File: config.mk
export PLATFORM = sky130hd
export DESIGN_NAME = ff_array_feeder
export DESIGN_NICKNAME = d
export VERILOG_FILES = /design/src/rtl/ff_array_feeder.sv
export SDC_FILE = /design/constraint.sdc
export NUM_CORES = 1
export LEC_CHECK = 0
export CORE_MARGIN = 1
export CORE_UTILIZATION = 24
export CTS_CLUSTER_SIZE = 16
export DETAILED_ROUTE_END_ITERATION = 10
export PLACE_DENSITY = 0.4
export SLEW_MARGIN = 10
export SYNTH_ARGS = -nofsm -noshare
export SYNTH_HDL_FRONTEND = slang
export SYNTH_SLANG_ARGS = --single-unit
File: constraint.sdc
create_clock -name clk -period 4.2 [get_ports clk]
set_clock_uncertainty 0.1 [all_clocks]
set_input_delay 0.42 -clock clk [delete_from_list [all_inputs] [get_ports clk]]
set_output_delay 0.42 -clock clk [all_outputs]
set_load 0.05 [all_outputs]
File: src/rtl/ff_array_feeder.sv
// rtl/ff_array_feeder.sv - operand injector for the GF(2^M) systolic multiplier array
// Buffers (a,b,g) requests in a 2-entry FIFO and serialises each into one LOAD/RUN/GAP frame.
module ff_array_feeder #(
  parameter int M            = 16,
  parameter int GAP          = 1,
  parameter int MAX_INFLIGHT = 4
) (
  input  logic         clk,
  input  logic         rst,
  input  logic         req_valid,
  output logic         req_ready,
  input  logic [M-1:0] req_a,
  input  logic [M-1:0] req_b,
  input  logic [M-1:0] req_g,
  input  logic         done_i,
  output logic [M-1:0] ao,
  output logic [M-1:0] go,
  output logic [M-1:0] bo,
  output logic         ctro,
  output logic         po,
  output logic [M-2:0] poh,
  output logic [M-2:0] pov,
  output logic         busy,
  output logic [3:0]   inflight
);

  localparam int            KW       = $clog2(M + 1);
  localparam logic [KW-1:0] K_LAST   = KW'(M);
  localparam logic [KW-1:0] K_ONE    = KW'(1);
  localparam logic [1:0]    GAP_LAST = 2'((GAP > 0) ? GAP - 1 : 0);
  localparam logic [3:0]    INFL_MAX = 4'(MAX_INFLIGHT);

  typedef enum logic [1:0] {S_IDLE, S_LOAD, S_RUN, S_GAP} state_t;

  state_t              r_state;
  state_t              w_state_nxt;
  logic [1:0][M-1:0]   r_fa;
  logic [1:0][M-1:0]   r_fb;
  logic [1:0][M-1:0]   r_fg;
  logic                r_wr_ptr;
  logic                r_rd_ptr;
  logic [1:0]          r_count;
  logic                r_rdy_en;
  logic [M-1:0]        r_op_a;
  logic [M-1:0]        r_op_b;
  logic [M-1:0]        r_op_g;
  logic [KW-1:0]       r_k;
  logic [KW-1:0]       w_k_nxt;
  logic [1:0]          r_gcnt;
  logic [1:0]          w_gcnt_nxt;
  logic [3:0]          r_inflight;
  logic [M-1:0]        r_ao;
  logic [M-1:0]        r_go;
  logic [M-1:0]        r_bo;
  logic                r_ctro;
  logic                r_po;
  logic [M-1:0]        w_ao_nxt;
  logic [M-1:0]        w_go_nxt;
  logic [M-1:0]        w_bo_nxt;
  logic                w_ctro_nxt;
  logic                w_po_nxt;
  logic [M-1:0]        w_shift;
  logic                w_push;
  logic                w_pop;
  logic                w_launch;
  logic                w_dec;

  assign req_ready = r_rdy_en && (r_count != 2'd2);
  assign w_push    = req_valid && req_ready;
  assign w_launch  = (r_count != 2'd0) && (r_inflight < INFL_MAX);
  assign w_pop     = (w_state_nxt == S_LOAD);
  assign w_dec     = done_i && (r_inflight != 4'd0);

  always_ff @(posedge clk or negedge rst) begin
    if (!rst) r_state <= S_IDLE;
    else      r_state <= w_state_nxt;
  end

  always_comb begin
    w_state_nxt = r_state;
    w_k_nxt     = r_k;
    w_gcnt_nxt  = r_gcnt;
    case (r_state)
      S_IDLE: if (w_launch) w_state_nxt = S_LOAD;
      S_LOAD: begin
        w_state_nxt = S_RUN;
        w_k_nxt     = K_ONE;
      end
      S_RUN: begin
        if (r_k == K_LAST) begin
          if (GAP > 0) begin
            w_state_nxt = S_GAP;
            w_gcnt_nxt  = 2'd0;
          end else begin
            w_state_nxt = w_launch ? S_LOAD : S_IDLE;
          end
        end else begin
          w_k_nxt = r_k + K_ONE;
        end
      end
      S_GAP: begin
        if (r_gcnt == GAP_LAST) w_state_nxt = w_launch ? S_LOAD : S_IDLE;
        else                    w_gcnt_nxt  = r_gcnt + 2'd1;
      end
      default: w_state_nxt = S_IDLE;
    endcase
  end

  // Stream outputs are computed from the next state so they appear registered in the same cycle as that state.
  always_comb begin
    w_shift    = r_op_a << (w_k_nxt - K_ONE);
    w_ao_nxt   = '0;
    w_go_nxt   = '0;
    w_bo_nxt   = '0;
    w_ctro_nxt = 1'b0;
    w_po_nxt   = 1'b0;
    case (w_state_nxt)
      S_LOAD: begin
        w_ao_nxt = r_fa[r_rd_ptr];
        w_go_nxt = r_fg[r_rd_ptr];
        w_bo_nxt = r_fb[r_rd_ptr];
      end
      S_RUN: begin
        w_ao_nxt   = r_op_a;
        w_go_nxt   = r_op_g;
        w_bo_nxt   = r_op_b;
        w_ctro_nxt = 1'b1;
        w_po_nxt   = w_shift[M-1];
      end
      default: ;
    endcase
  end

  always_ff @(posedge clk or negedge rst) begin
    if (!rst) begin
      r_fa       <= '0;
      r_fb       <= '0;
      r_fg       <= '0;
      r_wr_ptr   <= 1'b0;
      r_rd_ptr   <= 1'b0;
      r_count    <= 2'd0;
      r_rdy_en   <= 1'b0;
      r_op_a     <= '0;
      r_op_b     <= '0;
      r_op_g     <= '0;
      r_k        <= '0;
      r_gcnt     <= 2'd0;
      r_inflight <= 4'd0;
      r_ao       <= '0;
      r_go       <= '0;
      r_bo       <= '0;
      r_ctro     <= 1'b0;
      r_po       <= 1'b0;
    end else begin
      r_rdy_en <= 1'b1;
      r_k      <= w_k_nxt;
      r_gcnt   <= w_gcnt_nxt;
      r_ao     <= w_ao_nxt;
      r_go     <= w_go_nxt;
      r_bo     <= w_bo_nxt;
      r_ctro   <= w_ctro_nxt;
      r_po     <= w_po_nxt;
      if (w_push) begin
        r_fa[r_wr_ptr] <= req_a;
        r_fb[r_wr_ptr] <= req_b;
        r_fg[r_wr_ptr] <= req_g;
        r_wr_ptr       <= ~r_wr_ptr;
      end
      if (w_pop) begin
        r_op_a   <= r_fa[r_rd_ptr];
        r_op_b   <= r_fb[r_rd_ptr];
        r_op_g   <= r_fg[r_rd_ptr];
        r_rd_ptr <= ~r_rd_ptr;
      end
      case ({w_push, w_pop})
        2'b10:   r_count <= r_count + 2'd1;
        2'b01:   r_count <= r_count - 2'd1;
        default: ;
      endcase
      case ({w_pop, w_dec})
        2'b10:   r_inflight <= r_inflight + 4'd1;
        2'b01:   r_inflight <= r_inflight - 4'd1;
        default: ;
      endcase
    end
  end

  assign ao       = r_ao;
  assign go       = r_go;
  assign bo       = r_bo;
  assign ctro     = r_ctro;
  assign po       = r_po;
  assign poh      = '0;
  assign pov      = '0;
  assign busy     = (r_state != S_IDLE) || (r_count != 2'd0);
  assign inflight = r_inflight;

endmodule

==> results of run 1 <==
-- stage by stage --
stage,util,total power [mW]
2_1_floorplan,-,6.40
3_3_place_gp,0.286,7.70
3_5_place_dp,0.286,7.75
4_1_cts,0.311,10.2
5_1_grt,0.311,10.8
6_report,0.311,9.99
-- flip-flops by register name (all words and copies together) (netlist names) --
signal / count
ao: 16
bo: 16
ctro: 1
go: 16
inflight: 4
po: 1
r_count: 2
r_fa: 32
r_fb: 32
r_fg: 32
r_gcnt: 2
r_k: 5
r_op_a: 16
r_op_b: 16
r_op_g: 16
r_rd_ptr: 1
r_rdy_en: 1
r_state: 2
r_wr_ptr: 1
-- layout by cell type (no fill, tap or decap), types with 2 or more instances in the layout --
cell type,instances
clkbuf_16,27
mux2i_1,2
a21oi_1,51
conb_1,31
inv_1,62
dfrtp_1,211
clkdlybuf4s50_1,106
a22o_1,3
ha_1,13
nor3b_1,2
o21ai_0,58
mux2_2,145
clkinvlp_4,3
and3_1,2
mux4_1,4
o21a_1,2
a31oi_1,2
a211oi_1,2
bufinv_16,3
xnor2_1,3
and4_1,2
clkinv_2,6
clkbuf_8,9
a31o_2,2
nor2_1,6
nand2_1,109
xor2_1,6
buf_4,9
-- worst max-delay path, delay by kind of cell, from the launching register on --
| kind | cells | cell delay (ps) |
|---|---|---|
| buffers and inverters | 2 | 840 |
| adder cells (fa/ha/maj) | 3 | 710 |
| AND/OR/NAND/NOR | 3 | 620 |
| AO/OA/AOI/OAI | 3 | 510 |
| flip-flops | 1 | 440 |
| XOR/XNOR | 1 | 140 |
-- routing by layer --
metal | share of wire | routed length, µm
met3 | 0.054 | 1180
met1 | 0.47 | 10300
met2 | 0.46 | 9970
met4 | 0.018 | 389
met5 | 0.0011 | 24
-- power breakdown --
group,leakage (nW),internal (mW),total (mW),switching [mW]
Combinational,1.98,1.77,4.17,2.40
Sequential,2.66,2.91,3.41,0.496
Clock,0.465,1.51,2.41,0.894
-- cells in the mapped netlist --
| cell | count |
|---|---|
| a211oi_1 | 2 |
| a21boi_1 | 1 |
| a21oi_1 | 51 |
| a21oi_2 | 1 |
| a22o_1 | 3 |
| a311oi_4 | 1 |
| a31o_2 | 2 |
| a31oi_1 | 2 |
| and3_1 | 2 |
| and4_1 | 2 |
| and4bb_4 | 1 |
| buf_1 | 13 |
| buf_2 | 3 |
| buf_4 | 30 |
| clkbuf_1 | 23 |
| conb_1 | 2 |
| dfrtp_1 | 212 |
| ha_1 | 15 |
| inv_1 | 62 |
| mux2_2 | 145 |
| mux2i_1 | 2 |
| mux4_1 | 4 |
| nand2_1 | 109 |
| nand2b_1 | 1 |
| nand3_1 | 2 |
| nand3b_1 | 1 |
| nand4_1 | 1 |
| nand4bb_1 | 1 |
| nor2_1 | 6 |
| nor3_1 | 1 |
| nor3_2 | 1 |
| nor3b_1 | 2 |
| nor4b_1 | 1 |
| nor4bb_1 | 1 |
| o2111ai_1 | 1 |
| o21a_1 | 2 |
| o21ai_0 | 58 |
| o221ai_1 | 1 |
| o22ai_1 | 1 |
| o41a_1 | 1 |
| or2_2 | 1 |
| or3_1 | 1 |
| xnor2_1 | 3 |
| xor2_1 | 6 |
| xor2_4 | 1 |
-- kinds of logic (layout without fill, tap and decap cells) --
logic type / after synthesis / after routing / share of synthesized area
xor+xnor: 10 / 10 / 0.0115
fa+ha+maj: 15 / 15 / 0.0203
compound gates: 127 / 127 / 0.0766
simple gates: 134 / 134 / 0.0627
mux: 151 / 151 / 0.190
flops: 212 / 212 / 0.573
buf+inv: 131 / 229 / 0.0656
other cells: 2 / 31 / 0.000811
-- final cells by class --
type                            instances  area share
Multi-Input combinational cell        468       0.296
Clock inverter                         12      0.0121
Clock buffer                           37      0.0682
Sequential cell                       212       0.450
Inverter                               62      0.0197
Tap cell                              511      0.0542
Timing Repair Buffer                  118      0.0996
-- final timing paths --
kind	startpoint	to	slack [ps]	cells past startpoint
max in group asynchronous	rst	r_op_a[7]	2510	3
min	r_fa[7]	r_fa[7]	400	1
min in group asynchronous	rst	r_fb[4]	500	2
min reg2reg	r_fa[7]	r_fa[7]	400	1
max	r_k[0]	r_count[1]	780	12
max reg2reg	r_k[0]	r_count[1]	780	12
-- timing repair --
action                                 CTS  global route
resized for setup                        0             0
hold buffers                             1             0
endpoints found under the hold margin  118             0
==> impl_results.md, run 1 <==
- Row cnt: a little over 70
- GRT Total Usage: 0.114
- Mapped Area: just over 9000 µm²
- Clk_lat worst skew: between 500 and 600 ps
- Cts bufs inserted: 27
- RSZ-0062 raised after global routing: false
- Clock Sinks: 212
- Share of the synthesized area in the top cell type: 0.573
- Vias per cell: between 4 and 5
- Finish-stage setup viols: 0
- WS Path Type: register to register
- Largest area contributor in the netlist: dfrtp_1
- FF+latch area: roughly 5300 µm²
- Tmin final: 3420 ps
- Yosys synthesis warning count: 0
- Worst Setup End Kind: register
- Most used cell, CP: ha_1
- Worst-path cell chain: inv_1 > ha_1 > and4bb_4 > o21ai_0 > nor3b_1 > a21oi_1 > o21a_1 > ha_4 > buf_4 > ha_1 > nor2_1 > xor2_1
- Worst EP required: between 4000 and 5000 ps
- Non-filler instance count after layout: about 1400
- Slew headroom: 0.347
- CTS H-tree depth: 1
- Sequential area share after synthesis: 0.573
- Hold WC Path Type: register to register
- Global-route track usage on met3: 0.0268
- Iteration-0 DRC Markers: ~160
- F_max: a little under 300 MHz
- Multi-input logic area: 3490 µm²
- Leak: 5.10 nW
- Post-route cell area: ~12000 µm²
- Top cells by area, synth: dfrtp_1 57%, mux2_2 18%, nand2_1 4.4%
- Cell variety after synth: 45
- Final nets: ~960
- Die area: about 39000 µm²
- Crit-path max cell delay: between 700 and 800 ps
- Met2 GRT Util: 0.181
- CP max stage cell: buf_4
- Routed vias: 5802
- Antenna-violating nets left: 0
- Initial Util: 0.245
- Final WS setup: ~780 ps
- Gpl congestion: 0.736
- Worst hold slack: between 300 and 400 ps
- Final Hold Viols: 0
- Gr busiest metal: met2
- Worst slew pin tran: around 980 ps
- Die height: slightly below 200 µm
- CTS Buffer Depth: 3
- Clock transition at path regs: around 60 ps
- Number of global-route vias before repair: a little over 6000
- TNS Setup: 0 ps
- Outcome: completed
- Final HPWL DP: 13.4 mm
- Fillers: 3919
- Tcrit/Tclk final: 0.814
- Drc violations: 0
- Drt pass-1 iters: 4
- Total grt overflow: 0
- Postcts setup bufs: 0
- Core area: around 38000 µm²
- Antenna violations before repair: 2
- Fin. max-slew vios: 0
- I/O pins: roughly 140
- Max cap viols: 0
- Max VDD drop: approximately 0.45 mV
- Share of cells above drive strength 1: 0.238
- Grt met1 use: 0.156
- Antenna Cells: 0
- Largest net degree at the start of global routing: around 120
- DP Worst Slack: between 700 and 800 ps
- Post-Syn Area per Cell: between 10 and 15 µm²
- CP Data Arrival Time: 3770 ps
- Gate Count Post-Synth: just under 800
- First-pass GRT wire length: ~35 mm
- CP Max Fanout: 98
- Placed cell areas: between 10000 and 15000 µm²
- Placed cell count: 1370
- Area grow syn2layout: 27.2%
- IO buf count: approximately 110
- PD cells: between 800 and 900 nW/µm²
- CTS Root Cell: clkbuf_16
- Post-synthesis sequential element count: around 210
- Die Width: ~200 µm
- TritonCTS clock tree: yes
- Critical Path Start Type: register
- DRT Wirelength: around 22 mm
- Drt wl/cell: approximately 15 µm
No activity file was read; power rests on OpenSTA's default activity.
==> inputs of run 2 (changes only) <==
- PLACE_DENSITY: 0.4 -> 0.41
- clock period: 4.2 -> 2.9 ns (I/O delays scaled with it)
==> impl_results.md, run 2 (synthesis gave the netlist of run 1 again) <==
- IO buf count: 107 (unchanged)
- Routed vias: 5911 (+1.9%)
- I/O pins: 138 (unchanged)
- Fillers: 3870 (-1.3%)
- Clock transition at path regs: 60 ps (about the same)
- Largest net degree at the start of global routing: 99 (-20%)
- Tmin final: 2820 ps (-596 ps)
- CP Data Arrival Time: 3140 ps (-630 ps)
- Clock group share of total power: 0.232 (-0.009)
- GRT Total Usage: 0.116 (+0.00199)
- Worst Setup End Kind: register
- CTS Root Cell: clkbuf_16
- Row cnt: 71 (unchanged)
- Final Hold Viols: 0 (unchanged)
- Most frequent cells in the layout: 211 x dfrtp_1, 145 x mux2_2, 109 x nand2_1
- CTS H-tree depth: 1 (unchanged)
- Leak: 5.24 nW (+2.6%)
- CP Buf/Inv Count: 2 (unchanged)
- Tcrit/Tclk final: 0.974 (+0.160)
- Initial Util: 0.245 (unchanged)
- Antenna-violating nets left: 0 (unchanged)
- Multi-input logic area: 3540 µm² (+1.4%)
- Die height: 198 µm (unchanged)
- Post-layout util: 0.319 (+0.00747)
- Largest registers: r_fa (32), r_fb (32), r_fg (32)
- Total grt overflow: 0 (unchanged)
- Hold WC Path Type: primary input to async pin
- CTS Buffer Depth: 3 (unchanged)
- Finish-stage setup viols: 0 (unchanged)
- Die Width: 198 µm (unchanged)
- Most common cell after layout, fill and taps aside: dfrtp_1
- Placed cell count: 1387 (+1.2%)
- Gpl congestion: 0.728 (-1.1%)
- DRT Wirelength: 22.2 mm (+1.6%)
- Slew headroom: 0.373 (+0.0258)
- Share of cells above drive strength 1: 0.263 (+0.0255)
- Iteration-0 DRC Markers: 172 (+10%)
- CP max stage cell: dfrtp_1
- F_max: 354 MHz (+21%)
- CP top delay family: adder cells
- First-pass GRT wire length: 35.2 mm (+0.75%)
- FF+latch area: 5310 µm² (about the same)
- Number of global-route vias before repair: 6089 (-0.54%)
- Psw: 5.61 mW (+48%)
- Crit-path max cell delay: 380 ps (-360 ps)
- PD cells: 1230 nW/µm² (+46%)
- Tot Pwr: 14.9 mW (+49%)
- Non-filler instance count after layout: 1443 (+1.6%)
- Drt wl/cell: 15.4 µm (about the same)
- Final nets: 981 (+2.6%)
- WS Path Type: register to register
- Drc violations: 0 (unchanged)
- Fin. max-slew vios: 0 (unchanged)
- Worst EP required: 3210 ps (-1340 ps)
- Final HPWL DP: 13.4 mm (+0.14%)
- Max VDD drop: 1.11 mV (+150%)
- TritonCTS clock tree: yes
- Drt pass-1 iters: 4 (unchanged)
- Clk_lat worst skew: 530 ps (about the same)
- Cts bufs inserted: 28 (+3.7%)
- Vias per cell: 4.10 (+0.25%)
- Antenna violations before repair: 1 (-1)
- Worst slew pin tran: 940 ps (-38.7 ps)
- Outcome: completed
- Worst hold slack: 80.9 ps (-316 ps)
- P_int: 9.27 mW (+50%)
- Combinational cell fraction of total power: 0.436 (+0.018)
- Max cap viols: 0 (unchanged)
- Clock Sinks: 212 (unchanged)
- RSZ-0062 raised after global routing: true
- TNS Setup: 0 ps (unchanged)
- Critical Path Start Type: register
- Area grow syn2layout: 30.3%
- Core area: 37800 µm² (unchanged)
- CP Max Fanout: 5 (-95%)
- Die area: 39400 µm² (unchanged)
- Sequential Power Share: 0.331 (-0.011)
- Switching Share: 0.377 (-0.00284)
- Worst-path cell chain: inv_2 > ha_4 > and4bb_4 > o21ai_2 > nor3b_2 > a21oi_1 > o21a_1 > ha_4 > inv_4 > ha_4 > xor2_1 > ha_2 > a21oi_2 > xor2_1 > nor2_1 > xor2_1
## run 2: cell count changes in the layout (fill, tap and decap cells not counted), sizes merged
cell / before / now
clkinv: 6 / 3
bufinv: 3 / 2
diode: 0 / 1
buf: 11 / 35
clkinvlp: 3 / 0
clkbuf: 37 / 42
## run 2: power groups by stage
stage / combinational, mW / clock [mW] / sequential, mW
after CTS: 6.60 / 3.60 / 4.94
after detailed placement: 6.57 / 0 / 4.98
after floorplan: 4.19 / 0 / 5.17
after global routing: 7.24 / 3.72 / 5.12
final: 6.49 / 3.46 / 4.93
after global placement: 6.52 / 0 / 4.98
## run 2: stage by stage
stage | setup slack [ps] | cell area (µm²)
after floorplan | -181 | 9430
after global placement | 68.6 | 11100
after detailed placement | 28.3 | 11100
after CTS | 16.9 | 12000
after global routing | -48.2 | 12100
final | 76.3 | 12100
## run 2: layout make-up
| class | instances | area share |
|---|---|---|
| Multi-Input combinational cell | 468 | 0.293 |
| Inverter | 62 | 0.0195 |
| Clock inverter | 5 | 0.00622 |
| Tap cell | 511 | 0.0530 |
| Sequential cell | 212 | 0.440 |
| Antenna cell | 1 | 0.000207 |
| Timing Repair Buffer | 142 | 0.117 |
| Clock buffer | 42 | 0.0708 |
## run 2: metal layers
layer	part of all wire	track usage
met3	0.060	0.0270
met5	0	0
met4	0.016	0.0291
met1	0.48	0.168
met2	0.44	0.172
## run 2: timing repair
item,CTS,global route
hold endpoints to repair,212,0
resized for setup,0,5
endpoints found under the setup margin,0,3
buffers inserted,0,7
hold buffers,1,0
## run 2: worst paths after layout
kind                                from           to  slack [ps]  cells after the start
worst min-delay path                 rst        ao[2]          80                      2
min in group clk                req_g[0]     r_fg[16]         300                      2
max in group asynchronous            rst     r_fa[11]        1730                      3
worst max register to register    r_k[0]  inflight[2]          80                     16
worst max-delay path              r_k[0]  inflight[2]          80                     16
worst min register to register   r_fa[8]      r_fa[8]         400                      1
